File: config.mk
export PLATFORM = sky130hd
export DESIGN_NAME = midi_voice_alloc
export DESIGN_NICKNAME = d
export VERILOG_FILES = /design/src/rtl/midi_voice_alloc.sv
export SDC_FILE = /design/constraint.sdc
export NUM_CORES = 1
export LEC_CHECK = 0
export ABC_CLOCK_PERIOD_IN_PS = 3410
export CORE_MARGIN = 4
export CORE_UTILIZATION = 50
export CTS_BUF_LIST = sky130_fd_sc_hd__clkbuf_8
export DETAILED_ROUTE_END_ITERATION = 10
export PLACE_DENSITY = 0.71
export SLEW_MARGIN = 20
export SYNTH_ARGS = -nofsm -noshare
export SYNTH_HDL_FRONTEND = slang
export SYNTH_SLANG_ARGS = --single-unit
File: constraint.sdc
create_clock -name clk -period 3.41 [get_ports clk]
set_input_delay 0.682 -clock clk [delete_from_list [all_inputs] [get_ports clk]]
set_output_delay 0.682 -clock clk [all_outputs]
set_load 0.02 [all_outputs]
File: src/rtl/midi_voice_alloc.sv
// Polyphonic voice scheduler: maps MIDI note events onto VOICES shared synth voices.
// Retriggers a note that is already sounding, otherwise takes the lowest free voice, or steals
// the oldest voice when every voice is busy. CC 123 releases every active voice.
module midi_voice_alloc #(
    parameter int unsigned VOICES = 6,
    parameter int unsigned VIDX_W = 4
) (
    input  logic              clk,
    input  logic              reset,
    input  logic              note_on,
    input  logic              note_off,
    input  logic              cc_send,
    input  logic [3:0]        mchannel,
    input  logic [6:0]        note,
    input  logic [6:0]        velocity,
    input  logic [6:0]        cc,
    output logic              voice_on,
    output logic              voice_off,
    output logic [VIDX_W-1:0] voice_idx,
    output logic [3:0]        voice_ch,
    output logic [6:0]        voice_note,
    output logic [6:0]        voice_vel,
    output logic              busy,
    output logic              overflow
);

    typedef enum logic [2:0] {
        StIdle,
        StScan,
        StDecide,
        StIssueOff,
        StIssueOn,
        StAllOff
    } state_e;

    typedef enum logic [1:0] {
        EvOn,
        EvOff,
        EvAll
    } ev_e;

    // FSM and scan index
    state_e            state_q, state_d;
    logic [VIDX_W-1:0] scan_q, scan_d;
    logic [VIDX_W-1:0] tgt_q, tgt_d;

    // Work registers: the event currently being serviced
    ev_e        w_type_q, w_type_d;
    logic [3:0] w_ch_q, w_ch_d;
    logic [6:0] w_note_q, w_note_d;
    logic [6:0] w_vel_q, w_vel_d;

    // One-deep pending event
    logic       p_valid_q, p_valid_d;
    ev_e        p_type_q, p_type_d;
    logic [3:0] p_ch_q, p_ch_d;
    logic [6:0] p_note_q, p_note_d;
    logic [6:0] p_vel_q, p_vel_d;

    // Scan results
    logic              m_found_q, m_found_d;
    logic [VIDX_W-1:0] m_idx_q, m_idx_d;
    logic              f_found_q, f_found_d;
    logic [VIDX_W-1:0] f_idx_q, f_idx_d;
    logic              o_found_q, o_found_d;
    logic [VIDX_W-1:0] o_idx_q, o_idx_d;
    logic [7:0]        o_age_q, o_age_d;

    // Voice table
    logic [VOICES-1:0]      act_q, act_d;
    logic [VOICES-1:0][3:0] tch_q, tch_d;
    logic [VOICES-1:0][6:0] tnote_q, tnote_d;
    logic [VOICES-1:0][7:0] tage_q, tage_d;

    // Registered outputs
    logic              von_q, von_d;
    logic              voff_q, voff_d;
    logic [VIDX_W-1:0] oidx_q, oidx_d;
    logic [3:0]        och_q, och_d;
    logic [6:0]        onote_q, onote_d;
    logic [6:0]        ovel_q, ovel_d;
    logic              ovf_q, ovf_d;

    // Incoming event decode; note_off beats note_on beats CC 123
    logic in_ev;
    ev_e  in_type;
    assign in_ev   = note_off | note_on | (cc_send & (cc == 7'd123));
    assign in_type = note_off ? EvOff : (note_on ? EvOn : EvAll);

    // Table lookups for the scanned voice and for the oldest voice
    logic       cur_act;
    logic [3:0] cur_ch;
    logic [6:0] cur_note;
    logic [7:0] cur_age;
    logic [3:0] old_ch;
    logic [6:0] old_note;
    logic       last_idx;

    // Mux the table entries addressed by the scan index and the oldest-voice index
    always_comb begin
        cur_act  = 1'b0;
        cur_ch   = '0;
        cur_note = '0;
        cur_age  = '0;
        old_ch   = '0;
        old_note = '0;
        for (int i = 0; i < VOICES; i++) begin
            if (scan_q == VIDX_W'(i)) begin
                cur_act  = act_q[i];
                cur_ch   = tch_q[i];
                cur_note = tnote_q[i];
                cur_age  = tage_q[i];
            end
            if (o_idx_q == VIDX_W'(i)) begin
                old_ch   = tch_q[i];
                old_note = tnote_q[i];
            end
        end
    end

    assign last_idx = (scan_q == VIDX_W'(VOICES - 1));

    // Next-state logic: event intake, scan, decision, issue and all-notes-off walk
    always_comb begin
        logic start;
        ev_e  start_type;

        state_d   = state_q;
        scan_d    = scan_q;
        tgt_d     = tgt_q;
        w_type_d  = w_type_q;
        w_ch_d    = w_ch_q;
        w_note_d  = w_note_q;
        w_vel_d   = w_vel_q;
        p_valid_d = p_valid_q;
        p_type_d  = p_type_q;
        p_ch_d    = p_ch_q;
        p_note_d  = p_note_q;
        p_vel_d   = p_vel_q;
        m_found_d = m_found_q;
        m_idx_d   = m_idx_q;
        f_found_d = f_found_q;
        f_idx_d   = f_idx_q;
        o_found_d = o_found_q;
        o_idx_d   = o_idx_q;
        o_age_d   = o_age_q;
        act_d     = act_q;
        tch_d     = tch_q;
        tnote_d   = tnote_q;
        tage_d    = tage_q;
        von_d     = 1'b0;
        voff_d    = 1'b0;
        oidx_d    = oidx_q;
        och_d     = och_q;
        onote_d   = onote_q;
        ovel_d    = ovel_q;
        ovf_d     = 1'b0;
        start      = 1'b0;
        start_type = EvOn;

        // While busy, new events park in pending or are dropped
        if (state_q != StIdle && in_ev) begin
            if (!p_valid_q) begin
                p_valid_d = 1'b1;
                p_type_d  = in_type;
                p_ch_d    = mchannel;
                p_note_d  = note;
                p_vel_d   = velocity;
            end else begin
                ovf_d = 1'b1;
            end
        end

        case (state_q)
            StIdle: begin
                if (p_valid_q) begin
                    start      = 1'b1;
                    start_type = p_type_q;
                    w_ch_d     = p_ch_q;
                    w_note_d   = p_note_q;
                    w_vel_d    = p_vel_q;
                    // Pending slot frees up this cycle, so a new event can refill it
                    p_valid_d  = in_ev;
                    if (in_ev) begin
                        p_type_d = in_type;
                        p_ch_d   = mchannel;
                        p_note_d = note;
                        p_vel_d  = velocity;
                    end
                end else if (in_ev) begin
                    start      = 1'b1;
                    start_type = in_type;
                    w_ch_d     = mchannel;
                    w_note_d   = note;
                    w_vel_d    = velocity;
                end
            end

            StScan: begin
                if (!m_found_q && cur_act && cur_ch == w_ch_q && cur_note == w_note_q) begin
                    m_found_d = 1'b1;
                    m_idx_d   = scan_q;
                end
                if (!f_found_q && !cur_act) begin
                    f_found_d = 1'b1;
                    f_idx_d   = scan_q;
                end
                // Strict compare keeps the lowest index on equal ages
                if (cur_act && (!o_found_q || cur_age > o_age_q)) begin
                    o_found_d = 1'b1;
                    o_idx_d   = scan_q;
                    o_age_d   = cur_age;
                end
                if (last_idx) begin
                    state_d = StDecide;
                end else begin
                    scan_d = scan_q + VIDX_W'(1);
                end
            end

            StDecide: begin
                if (w_type_q == EvOn) begin
                    if (m_found_q || f_found_q) begin
                        tgt_d   = m_found_q ? m_idx_q : f_idx_q;
                        von_d   = 1'b1;
                        oidx_d  = m_found_q ? m_idx_q : f_idx_q;
                        och_d   = w_ch_q;
                        onote_d = w_note_q;
                        ovel_d  = w_vel_q;
                        state_d = StIssueOn;
                    end else begin
                        // Steal: release the oldest voice before restarting it
                        tgt_d   = o_idx_q;
                        voff_d  = 1'b1;
                        oidx_d  = o_idx_q;
                        och_d   = old_ch;
                        onote_d = old_note;
                        state_d = StIssueOff;
                    end
                end else if (m_found_q) begin
                    tgt_d   = m_idx_q;
                    voff_d  = 1'b1;
                    oidx_d  = m_idx_q;
                    och_d   = w_ch_q;
                    onote_d = w_note_q;
                    state_d = StIssueOff;
                end else begin
                    state_d = StIdle;
                end
            end

            StIssueOff: begin
                for (int i = 0; i < VOICES; i++) begin
                    if (tgt_q == VIDX_W'(i)) act_d[i] = 1'b0;
                end
                if (w_type_q == EvOn) begin
                    von_d   = 1'b1;
                    oidx_d  = tgt_q;
                    och_d   = w_ch_q;
                    onote_d = w_note_q;
                    ovel_d  = w_vel_q;
                    state_d = StIssueOn;
                end else begin
                    state_d = StIdle;
                end
            end

            StIssueOn: begin
                for (int i = 0; i < VOICES; i++) begin
                    if (tgt_q == VIDX_W'(i)) begin
                        act_d[i]   = 1'b1;
                        tch_d[i]   = w_ch_q;
                        tnote_d[i] = w_note_q;
                        tage_d[i]  = 8'd0;
                    end else if (act_q[i] && tage_q[i] != 8'hFF) begin
                        tage_d[i] = tage_q[i] + 8'd1;
                    end
                end
                state_d = StIdle;
            end

            StAllOff: begin
                if (cur_act) begin
                    voff_d  = 1'b1;
                    oidx_d  = scan_q;
                    och_d   = cur_ch;
                    onote_d = cur_note;
                end
                for (int i = 0; i < VOICES; i++) begin
                    if (scan_q == VIDX_W'(i)) act_d[i] = 1'b0;
                end
                if (last_idx) begin
                    state_d = StIdle;
                end else begin
                    scan_d = scan_q + VIDX_W'(1);
                end
            end

            default: state_d = StIdle;
        endcase

        if (start) begin
            w_type_d  = start_type;
            scan_d    = '0;
            m_found_d = 1'b0;
            f_found_d = 1'b0;
            o_found_d = 1'b0;
            o_age_d   = '0;
            state_d   = (start_type == EvAll) ? StAllOff : StScan;
        end
    end

    // State, table and output registers with synchronous reset
    always_ff @(posedge clk) begin
        if (reset) begin
            state_q   <= StIdle;
            scan_q    <= '0;
            tgt_q     <= '0;
            w_type_q  <= EvOn;
            w_ch_q    <= '0;
            w_note_q  <= '0;
            w_vel_q   <= '0;
            p_valid_q <= 1'b0;
            p_type_q  <= EvOn;
            p_ch_q    <= '0;
            p_note_q  <= '0;
            p_vel_q   <= '0;
            m_found_q <= 1'b0;
            m_idx_q   <= '0;
            f_found_q <= 1'b0;
            f_idx_q   <= '0;
            o_found_q <= 1'b0;
            o_idx_q   <= '0;
            o_age_q   <= '0;
            act_q     <= '0;
            tch_q     <= '0;
            tnote_q   <= '0;
            tage_q    <= '0;
            von_q     <= 1'b0;
            voff_q    <= 1'b0;
            oidx_q    <= '0;
            och_q     <= '0;
            onote_q   <= '0;
            ovel_q    <= '0;
            ovf_q     <= 1'b0;
        end else begin
            state_q   <= state_d;
            scan_q    <= scan_d;
            tgt_q     <= tgt_d;
            w_type_q  <= w_type_d;
            w_ch_q    <= w_ch_d;
            w_note_q  <= w_note_d;
            w_vel_q   <= w_vel_d;
            p_valid_q <= p_valid_d;
            p_type_q  <= p_type_d;
            p_ch_q    <= p_ch_d;
            p_note_q  <= p_note_d;
            p_vel_q   <= p_vel_d;
            m_found_q <= m_found_d;
            m_idx_q   <= m_idx_d;
            f_found_q <= f_found_d;
            f_idx_q   <= f_idx_d;
            o_found_q <= o_found_d;
            o_idx_q   <= o_idx_d;
            o_age_q   <= o_age_d;
            act_q     <= act_d;
            tch_q     <= tch_d;
            tnote_q   <= tnote_d;
            tage_q    <= tage_d;
            von_q     <= von_d;
            voff_q    <= voff_d;
            oidx_q    <= oidx_d;
            och_q     <= och_d;
            onote_q   <= onote_d;
            ovel_q    <= ovel_d;
            ovf_q     <= ovf_d;
        end
    end

    assign voice_on   = von_q;
    assign voice_off  = voff_q;
    assign voice_idx  = oidx_q;
    assign voice_ch   = och_q;
    assign voice_note = onote_q;
    assign voice_vel  = ovel_q;
    assign overflow   = ovf_q;
    assign busy       = (state_q != StIdle);

endmodule
Word-level counts from Yosys, hierarchy flattened
Cells that the tools add are included.

word-level totals
  register bits after elaboration = 220
  input bits = 30
  output and inout bits = 26

cells by class
  add/subtract/negate cells = 7
  order comparisons = 1
  eq/ne operators = 56
  mux-type cells = 146
  bitwise operators = 5
  reduce and logical (&&, ||, !) cells = 65

operators with widths
  operator                                                               number
  7-bit two-way mux                                                      34
  8-bit two-way mux                                                      18
  4-bit two-way mux                                                      30
  8-bit by 1-bit adder with 8-bit output, second input constant          6
  8-bit inequality test, second input constant                           6
  2-bit inequality test, second input constant                           23
  1-bit two-way mux                                                      38
  2-bit AND reduction                                                    18
  4-bit AND reduction                                                    8
  4-bit by 2-bit equality test with 1-bit output, second input constant  6
  4-bit by 3-bit equality test with 1-bit output, second input constant  6
  4-bit case mux with 3 select lines                                     2
  2-bit two-way mux                                                      11
  3-bit two-way mux                                                      7
  7-bit case mux with 3 select lines                                     1
  6-bit case mux with 3 select lines                                     1
  2-bit nonzero test                                                     9
  3-bit case mux with 5 select lines                                     1
  7-bit case mux with 2 select lines                                     1
  4-bit by 1-bit equality test with 1-bit output, second input constant  3
  1-bit logical AND                                                      12
  4-bit logical NOT                                                      3
  3-bit inequality test, second input constant                           3
  3-bit nonzero test                                                     3
  other kinds (19)                                                       30

Logic depth before layout (Yosys ltp)
Gate-level depths: netlist of run 1.

  depth in word-level cells = 11
  depth in mapped cells = 20
  depth with buffers taken out = 16

Worst setup path before layout of run 1
OpenSTA, ideal clock, no wires.

  path kind = register to register
  start = reg scan_q[0]
  end = reg o_age_q[1]
  data arrival time = 3.627 ns
  data required time = 3.322 ns
  slack = -0.305 ns
  stages on the path, launching flop included = 20
  clock period less this slack = 3.715 ns
  cell sequence = dfxtp_1 -> ha_1 -> buf_2 -> buf_2 -> clkbuf_1 -> clkbuf_1 -> nand3b_1 -> a21oi_1 -> a21oi_1 -> o221ai_1 -> o21a_1 -> ha_1 -> nor2b_1 -> o21a_1 -> o21a_1 -> o21bai_1 -> a21oi_1 -> o21a_1 -> clkbuf_1 -> o31ai_1

on the way
  longest elaborated chain between the ends = 11
  elaborated cells on any way between the ends = 22
  those cells by class = order compare (1); eq/ne (5); mux (12); reduce/logical (4)

ends and longest elaborated chain
  element                          RTL line  RTL
  start: declaration               44        logic [VIDX_W-1:0] scan_q, scan_d;
  start signal: assignment         348       scan_q <= scan_d;
  4-bit logical NOT                108       if (scan_q == VIDX_W'(i)) begin
  8-bit two-way mux (5 in series)  108
  8-bit two-way mux *              108
  named net cur_age[1]             94        logic [7:0] cur_age;
  8-bit greater-than comparator    209       if (cur_act && (!o_found_q || cur_age > o_age_q)) begin
  1-bit logical OR                 209
  1-bit logical AND                209
  2-bit AND reduction (no line)    n/a
  end signal: assignment           365       o_age_q <= o_age_d;
  end: declaration                 67        logic [7:0] o_age_q, o_age_d;

The timed path passes the listed nets; every way through them passes the cells marked *.
A chain may end at the register's enable or synchronous reset.

Final worst setup path of run 1
  start = reg scan_q[0]
  end = reg m_idx_q[1]

on the way
  longest elaborated chain between the ends = 11
  elaborated cells on any way between the ends = 30
  those cells by class = eq/ne (7); mux (18); reduce/logical (5)

ends and longest elaborated chain
  element                                                                      RTL line  RTL
  4-bit logical NOT                                                            108
  4-bit two-way mux / 1-bit two-way mux (equally long branches) (6 in series)  108
  4-bit equality test / 1-bit logical AND (equally long branches)              200       if (!m_found_q && cur_act && cur_ch == w_ch_q && cur_note == w_note_q) begin
  1-bit logical AND                                                            200
  1-bit logical AND *                                                          200
  2-bit AND reduction (no line) *                                              n/a
  end signal: assignment                                                       360       m_idx_q <= m_idx_d;
  end: declaration                                                             62        logic [VIDX_W-1:0] m_idx_q, m_idx_d;

Mark *: on every way between the ends. The rest lies on a longest branch, timed or not.

==> results of run 1 <==
## path summary, 6_finish.rpt
kind                              endpoint  cells past startpoint
worst max-delay path            m_idx_q[1]                     10
worst min-delay path            o_age_q[6]                      2
worst max register to register  m_idx_q[1]                     10
worst min register to register  o_age_q[6]                      2
## layout by cell type (no fill, tap or decap), types with 6 or more instances in the layout
| cell type | instances |
|---|---|
| ha_1 | 15 |
| xor2_1 | 29 |
| a211oi_1 | 35 |
| nor3_1 | 47 |
| a2111oi_0 | 6 |
| dfxtp_1 | 218 |
| nor3b_1 | 8 |
| a21oi_1 | 154 |
| o21ai_0 | 44 |
| and2_1 | 9 |
| nand3_1 | 28 |
| nand2b_1 | 15 |
| nand4_1 | 12 |
| a221o_1 | 7 |
| mux4_2 | 11 |
| nor2_1 | 153 |
| nand3b_1 | 17 |
| o21a_1 | 7 |
| o221ai_1 | 8 |
| nor2b_1 | 13 |
| nand2_1 | 238 |
| xnor2_1 | 12 |
| a32oi_1 | 8 |
| mux2i_1 | 83 |
| clkdlybuf4s50_1 | 54 |
| o22ai_1 | 10 |
| a22oi_1 | 9 |
| inv_1 | 38 |
| buf_4 | 42 |
| a31oi_1 | 13 |
| clkbuf_8 | 47 |
## registers in the layout, indices dropped and copies added, names as in the netlist, 3 cells and up
register    count
voice_note      7
act_q           6
p_vel_q         7
voice_vel       7
state_q         3
w_vel_q         7
scan_q          4
f_idx_q         4
tgt_q           4
tch_q          24
w_note_q        7
p_note_q        7
m_idx_q         4
voice_idx       4
tage_q         48
o_age_q         8
tnote_q        42
voice_ch        4
o_idx_q         4
w_ch_q          4
p_ch_q          4
## layer usage
layer | track usage | vias to the layer above
li1 | - | 5050
met1 | 0.3587 | 4811
met2 | 0.3798 | 457
met3 | 0.06252 | 56
met4 | 0.07189 | 0
met5 | 0 | -
## power by group through the flow
stage	combinational, mW	sequential [mW]	clock (mW)
global placement	1.61	3.08	0
global route	1.82	3.07	2.57
CTS	1.63	3.03	2.46
finish	1.65	3.04	2.40
floorplan	1.25	2.94	0
detailed placement	1.62	3.09	0
## metrics by stage
stage          utilization  instance area, sq um  hold WS [ns]  power, mW  std cells
2_1_floorplan            -                 11300        0.4347      4.191       1420
3_3_place_gp        0.5489                 12090        0.4433      4.689       1683
3_5_place_dp        0.5489                 12090        0.4522      4.707       1683
4_1_cts             0.5832                 12840        0.4600      7.119       1749
5_1_grt             0.5849                 12880        0.4796      7.458       1751
6_report            0.5849                 12880        0.4567      7.094       1751
## worst register-to-register path, stage by stage (launching register included)
cell and delay [ns]:
dfxtp_2 0.34, buf_4 0.16, ha_2 0.26, buf_4 0.16
or2_1 0.30, a221o_1 0.31, a32oi_2 0.25, xnor2_1 0.09
or4_4 0.54, nor4_4 0.48, mux2i_1 0.24
## cell families (layout without fill, tap and decap cells)
kind of cell	count (synthesis)	after routing
adders and majority gates	18	18
buffers and inverters	139	189
muxes	94	94
xor gates and xnor gates	41	41
AOI/OAI and AO/OA	336	337
DFF	220	220
and+or+nand+nor	572	572
## final cells by class
class                   instances  area (sq um)  share of cell area
flip-flops and latches        220          4407              0.3420
repair buffers                 99         898.4             0.06973
well taps                     280         350.3             0.02719
inverters                      24         93.84            0.007284
clock inverters                19         107.6            0.008352
multi-input cells            1062          6380              0.4952
clock buffers                  47         646.9             0.05021
## timing repair
item                                   4_1_cts  5_1_grt
endpoints found under the hold margin        0        0
resized for setup                            0        5
setup endpoints to repair                    0       15
buffers inserted                             0        0
==> flow_summary.json, run 1 <==
{
  "crit_fanout": 11,
  "cpMostUsedCell": "buf_4",
  "synthArstFlopShare": 0,
  "synth_compound_area_frac": 0.1837,
  "vias_per_cell": 5.925,
  "syn_area_per_cell_sq_um": 7.953,
  "fillers": 2030,
  "synth-seq-cells": 220,
  "synth.yosys.seq_area_share": 0.3900,
  "leakagePower_nw": 4.419,
  "worstSetupPathType": "register to register",
  "synth_commonest_cells": "nand2_1, dfxtp_1, a21oi_1, nor2_1, clkbuf_1",
  "path_buf_inv": 2,
  "hp-start": "o_age_q[6]",
  "preCtsSetupSlack_ns": 0.05600,
  "synthAdderAreaFrac": 0.01994,
  "diodes": 0,
  "reg2reg_slack_ns": 0.20,
  "synthSimpleGateAreaFrac": 0.2302,
  "port_buffers": 55,
  "grt.total_usage": 0.2515,
  "status": "finished clean",
  "wl_met2_microns": 13810,
  "htree_levels": 2,
  "slew_headroom": 0.2673,
  "finalSetupTns_ns": 0,
  "route.detailed.drc": 0,
  "pwr-share-comb": 0.233,
  "dominantRegCellSynth": "dfxtp_1",
  "worst_skew_pair.late_latency_ns": 0.54,
  "io_pins": 56,
  "clk_pin_slew_ns": 0.06,
  "die_w_microns": 158.3,
  "muxShareOfSynthArea": 0.09550,
  "die_h_microns": 158.3,
  "grt_max_degree": 116,
  "min_period_ns": 3.207,
  "highest_layer": "met4",
  "p_int_mw": 4.747,
  "wl_met3_microns": 2850,
  "switching_share": 0.3309,
  "synth_top_area_cell": "dfxtp_1",
  "coreArea_sq_um": 22030,
  "synthXorXnorAreaFrac": 0.03180,
  "cts_buffers": 39,
  "cts_tree": "built",
  "overflow": 0,
  "place_congestion": 0.9239,
  "drive_gt1_frac": 0.08430,
  "critPathArrivalTime_ns": 3.68,
  "syn_nets": 1468,
  "hold_viol": 0,
  "critical-path-max-stage-delay_ns": 0.54,
  "seq_power_share": 0.429,
  "hpwl_microns": 22240,
  "yosys.area.top_type_share": 0.3900,
  "fin_crit_sh": 0.9405,
  "max_cap_viol_count": 0,
  "critPathTopFamily": "simple AND/OR/NAND/NOR gates",
  "vias": 10374,
  "finalNetCount": 1494,
  "yosys-top-cells-area": "dfxtp_1, nand2_1, mux2i_1, a21oi_1, nor2_1",
  "antenna_found_initial": 0,
  "layout_setup_ws_ns": 0.2028,
  "numClockSinks": 220,
  "cts-root-buf": "clkbuf_8",
  "synth_edf_count": 0,
  "reg2reg_from": "scan_q[0]",
  "ys_types": 62,
  "final_max_slew_viol_count": 0,
  "cp.required_ns": 3.88,
  "wire_per_inst_microns": 17.94,
  "syn_to_final_growth_pct": 14.08,
  "first_pass_iters": 5,
  "mappedNetlistArea_sq_um": 11290,
  "clock-skew-final_ns": 0.01602,
  "first_iter_violations": 969,
  "powerDensity_nw_per_um2": 550.7,
  "row_count": 54,
  "initial_core_util": 0.5127,
  "path_cells": "buf_4 > ha_2 > buf_4 > or2_1 > a221o_1 > a32oi_2 > xnor2_1 > or4_4 > nor4_4 > mux2i_1",
  "fmax_mhz": 311.8,
  "grt_pass1_wl_microns": 51430,
  "setup_viol": 0,
  "clkPwrFrac": 0.338,
  "critPathLaunch": "scan_q[0]",
  "final_antenna_net_count": 0,
  "synth_top_family_by_area": "simple AND/OR/NAND/NOR gates",
  "postCtsHoldBufs": 0,
  "postSynthCellCount": 1420,
  "clockBufferDepth": 3,
  "switchingPower_mw": 2.347,
  "routed_wl_microns": 31410,
  "drt-met1-wl_microns": 14110,
  "slowest_stage": "or4_4",
  "end_kind": "register",
  "yosys_warnings": 0,
  "grt_pass1_vias": 9693,
  "crit_path_start_kind": "register",
  "dieArea_sq_um": 25060,
  "hold_path_class": "register to register",
  "yosysMostFrequentCell": "nand2_1",
  "ir_worst_vdd_mv": 0.4182,
  "worst_slew_pin_slew_ns": 1.095
}
Note: power is estimated with default switching activity, not from simulation.
==> run 2: changes to the inputs <==
--- a/config.mk
+++ b/config.mk
@@ -11,7 +11,6 @@
 export CTS_BUF_LIST = sky130_fd_sc_hd__clkbuf_8
 export DETAILED_ROUTE_END_ITERATION = 10
 export PLACE_DENSITY = 0.71
-export SLEW_MARGIN = 20
 export SYNTH_ARGS = -nofsm -noshare
 export SYNTH_HDL_FRONTEND = slang
 export SYNTH_SLANG_ARGS = --single-unit
==> flow_summary.json, run 2 (synthesis gave the netlist of run 1 again) <==
{
  "status": "finished clean",
  "io_pins": 56,
  "cts-root-buf": "clkbuf_8",
  "postCtsHoldBufs": 0,
  "cpMostUsedCell": "buf_4",
  "row_count": 54,
  "wire_per_inst_microns": 17.98,
  "numClockSinks": 220,
  "drive_gt1_frac": 0.08367,
  "fillers": 2031,
  "finalSetupTns_ns": 0,
  "r2r-end": "m_idx_q[1]",
  "dieArea_sq_um": 25060,
  "htree_levels": 2,
  "place_congestion": 0.9239,
  "regMostFlops": "tage_q",
  "reg2reg_from": "scan_q[0]",
  "syn_to_final_growth_pct": 13.98,
  "grt_pass1_vias": 9693,
  "finalNetCount": 1493,
  "hpwl_microns": 22240,
  "cts_setup_buffers": 0,
  "vias_per_cell": 5.929,
  "worst_slew_pin_slew_ns": 1.167,
  "final_cell_mix": "nand2_1, dfxtp_1, a21oi_1, nor2_1, mux2i_1",
  "reg2reg_slack_ns": 0.21,
  "diodes": 0,
  "largest_reg_flops": 48,
  "crit_path_start_kind": "register",
  "ctsResizeCount": 0,
  "clockBufferDepth": 3,
  "crit_fanout": 11,
  "die_w_microns": 158.3,
  "slowest_stage": "or4_4",
  "multi_input_area_sq_um": 6380,
  "hp-start": "o_age_q[6]",
  "grt.total_usage": 0.2515,
  "leakagePower_nw": 4.413,
  "top_regs": "tage_q (48), tnote_q (42), tch_q (24)",
  "worst_skew_pair.late_latency_ns": 0.54,
  "route.detailed.drc": 0,
  "cts_buffers": 39,
  "overflow": 0,
  "first_iter_violations": 980,
  "final_antenna_net_count": 0,
  "antenna_found_initial": 0,
  "routed_wl_microns": 31460,
  "initial_core_util": 0.5127,
  "powerDensity_nw_per_um2": 550.7,
  "hold_viol": 0,
  "grt_max_degree": 116,
  "hold_path_class": "register to register",
  "path_cells": "buf_4 > ha_2 > buf_4 > or2_1 > a221o_1 > a32oi_2 > xnor2_1 > or4_4 > nor4_4 > mux2i_1",
  "hold_end": "o_age_q[6]",
  "max_cap_viol_count": 0,
  "die_h_microns": 158.3,
  "coreArea_sq_um": 22030,
  "worstSetupPathType": "register to register",
  "port_buffers": 55,
  "post-route-util": 0.5844,
  "grt_pass1_wl_microns": 51430,
  "mostFrequentLayoutCell": "nand2_1",
  "seqCellArea_sq_um": 4407,
  "setup_viol": 0,
  "hold-path-cell-count": 2,
  "end_kind": "register",
  "clock-skew-final_ns": 0.01394,
  "min_period_ns": 3.204,
  "clk_pin_slew_ns": 0.06,
  "vias": 10375,
  "final_max_slew_viol_count": 0,
  "fmax_mhz": 312.1,
  "reg2reg_depth": 10,
  "cp.required_ns": 3.88,
  "critical-path-max-stage-delay_ns": 0.54,
  "critPathArrivalTime_ns": 3.67,
  "slew_headroom": 0.2219,
  "first_pass_iters": 5,
  "ir_worst_vdd_mv": 0.4184,
  "fin_crit_sh": 0.9396,
  "cts_tree": "built"
}
-- run 2: how the worst max path moves through the flow --
stage / startpoint / end / slack, ns / cells past startpoint
detailed placement: scan_q[1] / o_age_q[0] / 0.06 / 13
global placement: scan_q[1] / o_age_q[4] / 0.20 / 13
floorplan: scan_q[1] / o_age_q[1] / 0.01 / 20
global route: scan_q[1] / o_age_q[3] / -0.004 / 13
CTS: scan_q[1] / o_age_q[0] / 0.03 / 13
finish: scan_q[0] / m_idx_q[1] / 0.21 / 10
-- run 2: report_power, final --
| part | switching [mW] | total [mW] | internal (mW) |
|---|---|---|---|
| Sequential | 0.273 | 3.04 | 2.77 |
| Clock | 1.08 | 2.40 | 1.32 |
| Combinational | 0.987 | 1.64 | 0.658 |
-- run 2: area by class of cell --
type | instances | area share
Clock buffer | 47 | 0.05025
Clock inverter | 19 | 0.008359
Inverter | 24 | 0.007290
Multi-Input combinational cell | 1062 | 0.4956
Sequential cell | 220 | 0.3423
Tap cell | 280 | 0.02722
Timing Repair Buffer | 98 | 0.06892
-- run 2: worst max-delay path: cells and delay by family, from the launching register on --
| family | cells | cell delay (ns) |
|---|---|---|
| xor+xnor | 1 | 0.09 |
| fa+ha+maj | 1 | 0.26 |
| flops | 1 | 0.34 |
| buf+inv | 2 | 0.32 |
| simple gates | 3 | 1.32 |
| compound gates | 2 | 0.55 |
| mux | 1 | 0.24 |
-- run 2: through the flow --
step / instances / hold slack, ns / total power [mW] / setup slack [ns] / cell area, sq um
floorplan: 1420 / 0.4347 / 4.191 / 0.01207 / 11300
global placement: 1683 / 0.4433 / 4.689 / 0.1992 / 12090
detailed placement: 1683 / 0.4522 / 4.707 / 0.05600 / 12090
CTS: 1749 / 0.4600 / 7.119 / 0.03036 / 12840
global route: 1750 / 0.4796 / 7.454 / -0.004012 / 12870
finish: 1750 / 0.4573 / 7.089 / 0.2060 / 12870
-- run 2: routing by layer --
layer / GRT usage / part of all wire / vias to the layer above
li1: - / - / 5052
met1: 0.3587 / 0.45 / 4822
met2: 0.3798 / 0.44 / 444
met3: 0.06252 / 0.091 / 57
met4: 0.07189 / 0.021 / 0
met5: 0 / 0 / -
